File: src/rtl/mantissa_add_sub_pipe_if.sv
// Handshake bundle for the pipelined mantissa adder/subtractor.
//   master : operand producer and result consumer (drives in_valid, operands,
//            out_ready; observes in_ready and the result beat)
//   slave  : the adder pipe itself
// MW = MANTISSA_WIDTH + 4 (hidden bit + mantissa + guard/round/sticky).
interface mantissa_add_sub_pipe_if #(
    parameter int MANTISSA_WIDTH = 23
);
    localparam int MW = MANTISSA_WIDTH + 4;

    logic          in_valid;
    logic          in_ready;
    logic [MW-1:0] man_a;
    logic [MW-1:0] man_b;
    logic          ma_sign;
    logic          mb_sign;
    logic          operation_select;
    logic          out_valid;
    logic          out_ready;
    logic [MW-1:0] result;
    logic          carry_out;
    logic          result_sign;
    logic          result_zero;

    modport master (
        output in_valid, man_a, man_b, ma_sign, mb_sign, operation_select, out_ready,
        input  in_ready, out_valid, result, carry_out, result_sign, result_zero
    );

    modport slave (
        input  in_valid, man_a, man_b, ma_sign, mb_sign, operation_select, out_ready,
        output in_ready, out_valid, result, carry_out, result_sign, result_zero
    );
endinterface

File: src/rtl/mantissa_add_sub_pipe.sv
// Two-stage pipelined sign-magnitude mantissa adder/subtractor.
//   S1 converts both aligned magnitudes to two's complement (B's sign folded
//   with the add/sub select); S2 adds, and converts back to sign-magnitude
//   with carry-out and zero flag.
// Ports:
//   clk  - rising-edge clock
//   rst  - asynchronous, active-high reset
//   bus  - slave side of mantissa_add_sub_pipe_if: operand beat in
//          (in_valid/in_ready), result beat out (out_valid/out_ready)
module mantissa_add_sub_pipe #(
    parameter int MANTISSA_WIDTH = 23,
    parameter int SIGNED_WIDTH   = MANTISSA_WIDTH + 6
) (
    input  logic                    clk,
    input  logic                    rst,
    mantissa_add_sub_pipe_if.slave  bus
);
    localparam int MW = MANTISSA_WIDTH + 4;

    // ---------------- flow control ----------------
    logic s1_valid;
    logic out_valid_q;
    logic s1_adv;
    logic s2_adv;

    // Each stage is a single-entry register; a stage may load whenever its
    // successor is empty or draining this cycle.
    assign s2_adv       = !out_valid_q || bus.out_ready;
    assign s1_adv       = !s1_valid || s2_adv;
    assign bus.in_ready = s1_adv;

    // ---------------- stage 1: to two's complement ----------------
    logic                    eff_b_sign;
    logic [SIGNED_WIDTH-1:0] ext_a;
    logic [SIGNED_WIDTH-1:0] ext_b;
    logic [SIGNED_WIDTH-1:0] in_sa;
    logic [SIGNED_WIDTH-1:0] in_sb;

    // Subtraction is addition of B with its sign flipped.
    assign eff_b_sign = bus.mb_sign ^ ~bus.operation_select;
    assign ext_a      = {2'b00, bus.man_a};
    assign ext_b      = {2'b00, bus.man_b};
    assign in_sa      = bus.ma_sign ? (~ext_a + 1'b1) : ext_a;
    assign in_sb      = eff_b_sign  ? (~ext_b + 1'b1) : ext_b;

    logic [SIGNED_WIDTH-1:0] s1_sa;
    logic [SIGNED_WIDTH-1:0] s1_sb;
    logic                    s1_zsign;

    always_ff @(posedge clk or posedge rst) begin
        if (rst) begin
            s1_valid <= 1'b0;
            s1_sa    <= '0;
            s1_sb    <= '0;
            s1_zsign <= 1'b0;
        end else if (s1_adv) begin
            s1_valid <= bus.in_valid;
            if (bus.in_valid) begin
                s1_sa    <= in_sa;
                s1_sb    <= in_sb;
                // An exact-zero sum is -0 only when both effective operands are negative.
                s1_zsign <= bus.ma_sign & eff_b_sign;
            end
        end
    end

    // ---------------- stage 2: add, back to sign-magnitude ----------------
    logic [SIGNED_WIDTH-1:0] sum;
    logic [MW:0]             sum_lo;
    logic                    sum_neg;
    logic [MW:0]             mag;
    logic                    mag_zero;
    logic                    sum_sign;

    // Two extra bits of headroom: |sa + sb| < 2^(MW+1), so the sum never
    // overflows and the low MW+1 bits of its negation are the exact magnitude.
    assign sum      = s1_sa + s1_sb;
    assign sum_lo   = sum[MW:0];
    assign sum_neg  = sum[SIGNED_WIDTH-1];
    assign mag      = sum_neg ? (~sum_lo + 1'b1) : sum_lo;
    assign mag_zero = (mag == '0);
    assign sum_sign = mag_zero ? s1_zsign : sum_neg;

    logic [MW-1:0] result_q;
    logic          carry_q;
    logic          sign_q;
    logic          zero_q;

    always_ff @(posedge clk or posedge rst) begin
        if (rst) begin
            out_valid_q <= 1'b0;
            result_q    <= '0;
            carry_q     <= 1'b0;
            sign_q      <= 1'b0;
            zero_q      <= 1'b0;
        end else if (s2_adv) begin
            out_valid_q <= s1_valid;
            // Bubbles leave the last result in place.
            if (s1_valid) begin
                result_q <= mag[MW-1:0];
                carry_q  <= mag[MW];
                sign_q   <= sum_sign;
                zero_q   <= mag_zero;
            end
        end
    end

    assign bus.out_valid   = out_valid_q;
    assign bus.result      = result_q;
    assign bus.carry_out   = carry_q;
    assign bus.result_sign = sign_q;
    assign bus.result_zero = zero_q;

endmodule

File: src/flat_wrapper.sv
// flat-port wrapper written by rule: the top's interface ports become plain ports
module mantissa_add_sub_pipe_flat 
#(
    parameter int MANTISSA_WIDTH = 23,
    parameter int SIGNED_WIDTH   = MANTISSA_WIDTH + 6
)
  (clk, rst, bus_in_valid, bus_man_a, bus_man_b, bus_ma_sign, bus_mb_sign, bus_operation_select, bus_out_ready, bus_in_ready, bus_out_valid, bus_result, bus_carry_out, bus_result_sign, bus_result_zero);
  mantissa_add_sub_pipe_if #(.MANTISSA_WIDTH(MANTISSA_WIDTH)) bus_i ();
  input  logic clk;
  input  logic rst;
  input wire logic [$bits(bus_i.in_valid)-1:0] bus_in_valid;
  input wire logic [$bits(bus_i.man_a)-1:0] bus_man_a;
  input wire logic [$bits(bus_i.man_b)-1:0] bus_man_b;
  input wire logic [$bits(bus_i.ma_sign)-1:0] bus_ma_sign;
  input wire logic [$bits(bus_i.mb_sign)-1:0] bus_mb_sign;
  input wire logic [$bits(bus_i.operation_select)-1:0] bus_operation_select;
  input wire logic [$bits(bus_i.out_ready)-1:0] bus_out_ready;
  output wire logic [$bits(bus_i.in_ready)-1:0] bus_in_ready;
  output wire logic [$bits(bus_i.out_valid)-1:0] bus_out_valid;
  output wire logic [$bits(bus_i.result)-1:0] bus_result;
  output wire logic [$bits(bus_i.carry_out)-1:0] bus_carry_out;
  output wire logic [$bits(bus_i.result_sign)-1:0] bus_result_sign;
  output wire logic [$bits(bus_i.result_zero)-1:0] bus_result_zero;
  assign bus_i.in_valid = bus_in_valid;
  assign bus_i.man_a = bus_man_a;
  assign bus_i.man_b = bus_man_b;
  assign bus_i.ma_sign = bus_ma_sign;
  assign bus_i.mb_sign = bus_mb_sign;
  assign bus_i.operation_select = bus_operation_select;
  assign bus_i.out_ready = bus_out_ready;
  assign bus_in_ready = bus_i.in_ready;
  assign bus_out_valid = bus_i.out_valid;
  assign bus_result = bus_i.result;
  assign bus_carry_out = bus_i.carry_out;
  assign bus_result_sign = bus_i.result_sign;
  assign bus_result_zero = bus_i.result_zero;
  mantissa_add_sub_pipe #(.MANTISSA_WIDTH(MANTISSA_WIDTH), .SIGNED_WIDTH(SIGNED_WIDTH)) u_core (.clk(clk), .rst(rst), .bus(bus_i));
endmodule
File: config.mk
export PLATFORM = sky130hd
export DESIGN_NAME = mantissa_add_sub_pipe_flat
export DESIGN_NICKNAME = d
export VERILOG_FILES = /design/src/rtl/mantissa_add_sub_pipe_if.sv /design/src/rtl/mantissa_add_sub_pipe.sv /design/src/flat_wrapper.sv
export SDC_FILE = /design/constraint.sdc
export NUM_CORES = 1
export LEC_CHECK = 0
export CORE_ASPECT_RATIO = 1.1
export CORE_MARGIN = 2
export CORE_UTILIZATION = 50
export CTS_CLUSTER_SIZE = 16
export DETAILED_ROUTE_END_ITERATION = 8
export PLACE_DENSITY_LB_ADDON = 0.3
export SLEW_MARGIN = 40
export SYNTH_ARGS = -nofsm -noshare
export SYNTH_HDL_FRONTEND = slang
export SYNTH_SLANG_ARGS = --single-unit
File: constraint.sdc
create_clock -name clk -period 7.5 [get_ports clk]
set_clock_uncertainty 0.15 [all_clocks]
set_input_delay 1.125 -clock clk [delete_from_list [all_inputs] [get_ports clk]]
set_output_delay 1.125 -clock clk [all_outputs]
set_load 0.01 [all_outputs]
==> run summary <==
vias per cell -> 5.65
largest net degree at the start of global routing -> 119
Max Freq -> 188 MHz
worst-case hold path end point -> u_core.bus.result[26]
Req. time, crit path -> 7.61 ns
Leak -> 3.48 nW
initial DRC count -> 402
placed cells -> 1156
Cells after Synth -> 910
crit-path max FO -> 7
ys async rst share -> 100%
Clock Sinks -> 91
R2R Path End -> u_core.bus.result_sign
total track usage -> 22.6%
synthesized flop and latch total -> 91
hold bufs inserted after CTS -> 0
Residual DRC -> 0
reg2reg start -> u_core.s1_sb[0]
Skew-Pair Late Insertion Delay -> 0.34 ns
buffers from clock root to sink, at most -> 2
most common cell after layout, fill and taps aside -> nand2_1
H-tree Lvls -> 3
status -> completed
flop-to-flop setup slack -> 2.18 ns
CTS tree -> built
hold crit path type -> reg -> reg
dpl hpwl -> 13.2 mm
final hold viol count -> 0
Rows -> 46
drt pass-1 iters -> 5
synthesized net count -> 1003
Initial Utilization -> 50.9%
RSZ-0062 raised after global routing -> false
CTS Buf Count -> 9
Avg Synthesized Cell Area -> 8.01 sq um
global route total overflow -> 0
Synth cell types -> 79
Max-Cap Viols -> 0
VDD IR max -> 0.123 mV
hold_sp -> u_core.bus.result[26]
vias in the first global route -> 5979
EDFF count, synth -> 0
Die ar. -> 0.0156 sq mm
Post-CTS Resized -> 0
clock root buffer -> clkbuf_16
worst reg2reg path depth -> 14
initial antenna violation count -> 0
YS warnings -> 0
Layout area overhead -> 18.5%
die width -> 119 um
ratio of cells with drive above 1 in the final layout -> 5.52%
Setup TNS -> 0 ns
ys flop type -> dfrtp_1
Slew Limit Fails -> 0
fin area -> 0.00864 sq mm
Post-CTS Setup Inserts -> 0
Startpoint Class -> flip-flop
area of the mapped netlist -> 0.00729 sq mm
Worst slew margin -> 47.7%
Core Region -> 0.0143 sq mm
Buffers on Ports -> 92
post-route insts no fill -> 1171
Seq/Total Area, Yosys -> 31.2%
I/O pin count -> 93
clock-pin slew on the worst setup and hold paths -> 0.06 ns
global-route wire length before repair -> 28.8 mm
Critical Path Source -> u_core.s1_sb[0]
routed len/inst -> 14.6 um
Area after DPL -> 0.00829 sq mm
final hold slack -> 0.325 ns
Worst setup EP type -> flip-flop
post-layout min period -> 5.32 ns
GPL Wtd Cong -> 0.904
pwr/cell area -> 328 mW/mm^2
total number of vias -> 6614
fin nets -> 1068
Final Cycle Share -> 70.9%
# diodes -> 0
die height -> 131 um
Routed Antenna Nets -> 0
worst hold path stage count -> 2
critical path arrival -> 5.43 ns
most frequent cells in the layout -> 156 x nand2_1, 132 x o21ai_0, 91 x clkdlybuf4s50_1, 91 x dfrtp_1
Setup CP Type -> reg -> reg
final WL -> 17.1 mm
Layout fillers -> 1326
Slew @ Worst Pin -> 0.779 ns
Final setup violation count -> 0
how the worst max path moves through the flow:
| stage | end | slack [ns] | cells past startpoint |
|---|---|---|---|
| 2_1_floorplan | u_core.bus.result_sign | 2.60 | 16 |
| 3_3_place_gp | u_core.bus.result_sign | 2.41 | 14 |
| 3_5_place_dp | u_core.bus.result_sign | 2.30 | 14 |
| 4_1_cts | u_core.bus.result_sign | 2.20 | 14 |
| 5_1_grt | u_core.bus.result_sign | 1.92 | 14 |
| 6_report | u_core.bus.result_sign | 2.18 | 14 |
synth_stat cells, types with 9 or more instances:
cell type	n	area, sq um
a21oi_1	50	250
clkbuf_1	38	143
dfrtp_1	91	2280
ha_1	31	388
inv_1	19	71.3
nand2_1	157	589
nand3_1	16	80.1
nand4_1	9	56.3
nor2_1	53	199
nor3_1	24	120
nor4_1	10	62.6
o21ai_0	132	661
o31ai_1	18	135
or3_1	18	113
xnor2_1	48	420
xor2_1	53	464
cell families (layout without fill, tap and decap cells):
family	after synthesis	in the layout	synth area share, %
AND/OR/NAND/NOR	342	342	23.0
AO/OA/AOI/OAI	273	273	22.7
XOR/XNOR	103	103	12.6
flip-flops	91	91	31.2
buffers and inverters	62	131	3.81
adder cells (fa/ha/maj)	32	32	5.59
multiplexers	7	7	1.05
critical path, stage by stage, from the launching register on:
cell and delay [ns]:
dfrtp_1 0.38, ha_1 0.24, fa_1 0.46, xnor2_2 0.35, and3_1 0.35, o21ai_0 0.22, nor4_4 0.44, or4b_2 0.74
nor3_2 0.33, a41oi_1 0.18, xnor2_1 0.22, nand2_1 0.07, or4b_1 0.55, or3_1 0.38, o211ai_1 0.18
stage by stage:
step | power, W | setup slack [ns] | util, %
2_1_floorplan | 0.00185 | 2.60 | -
3_3_place_gp | 0.00227 | 2.41 | 57.9
3_5_place_dp | 0.00230 | 2.30 | 57.8
4_1_cts | 0.00283 | 2.20 | 60.2
5_1_grt | 0.00305 | 1.92 | 60.3
6_report | 0.00283 | 2.18 | 60.3
power by group:
part | switching, W | total (W) | leakage [nW] | internal, W
clock network | 0.000185 | 0.000518 | 0.166 | 0.000334
registers | 0.0000731 | 0.000698 | 1.11 | 0.000625
logic | 0.000933 | 0.00161 | 2.20 | 0.000681
routing by layer:
layer,GRT usage (%),share of wire [%],vias to the layer above
li1,-,-,3414
met1,32.4,50,3025
met2,34.7,45,144
met3,2.39,3.0,31
met4,10.4,2.5,0
met5,0,0,-
flip-flops by register name, indices dropped and copies added (netlist names):
name	flops
u_core.s1_sa	29
u_core.s1_sb	29
u_core.bus.result	27
u_core.bus.carry_out	1
u_core.bus.out_valid	1
u_core.bus.result_sign	1
u_core.bus.result_zero	1
u_core.s1_valid	1
u_core.s1_zsign	1
layout make-up:
cell class	instances	area, sq um	area share [%]
Sequential cell	91	2280	26.4
Inverter	19	72.6	0.840
Multi-Input combinational cell	757	4750	55.0
Tap cell	192	240	2.78
Clock buffer	11	243	2.81
Clock inverter	4	98.8	1.14
Timing Repair Buffer	97	957	11.1
(Power assumes the default switching activity.)
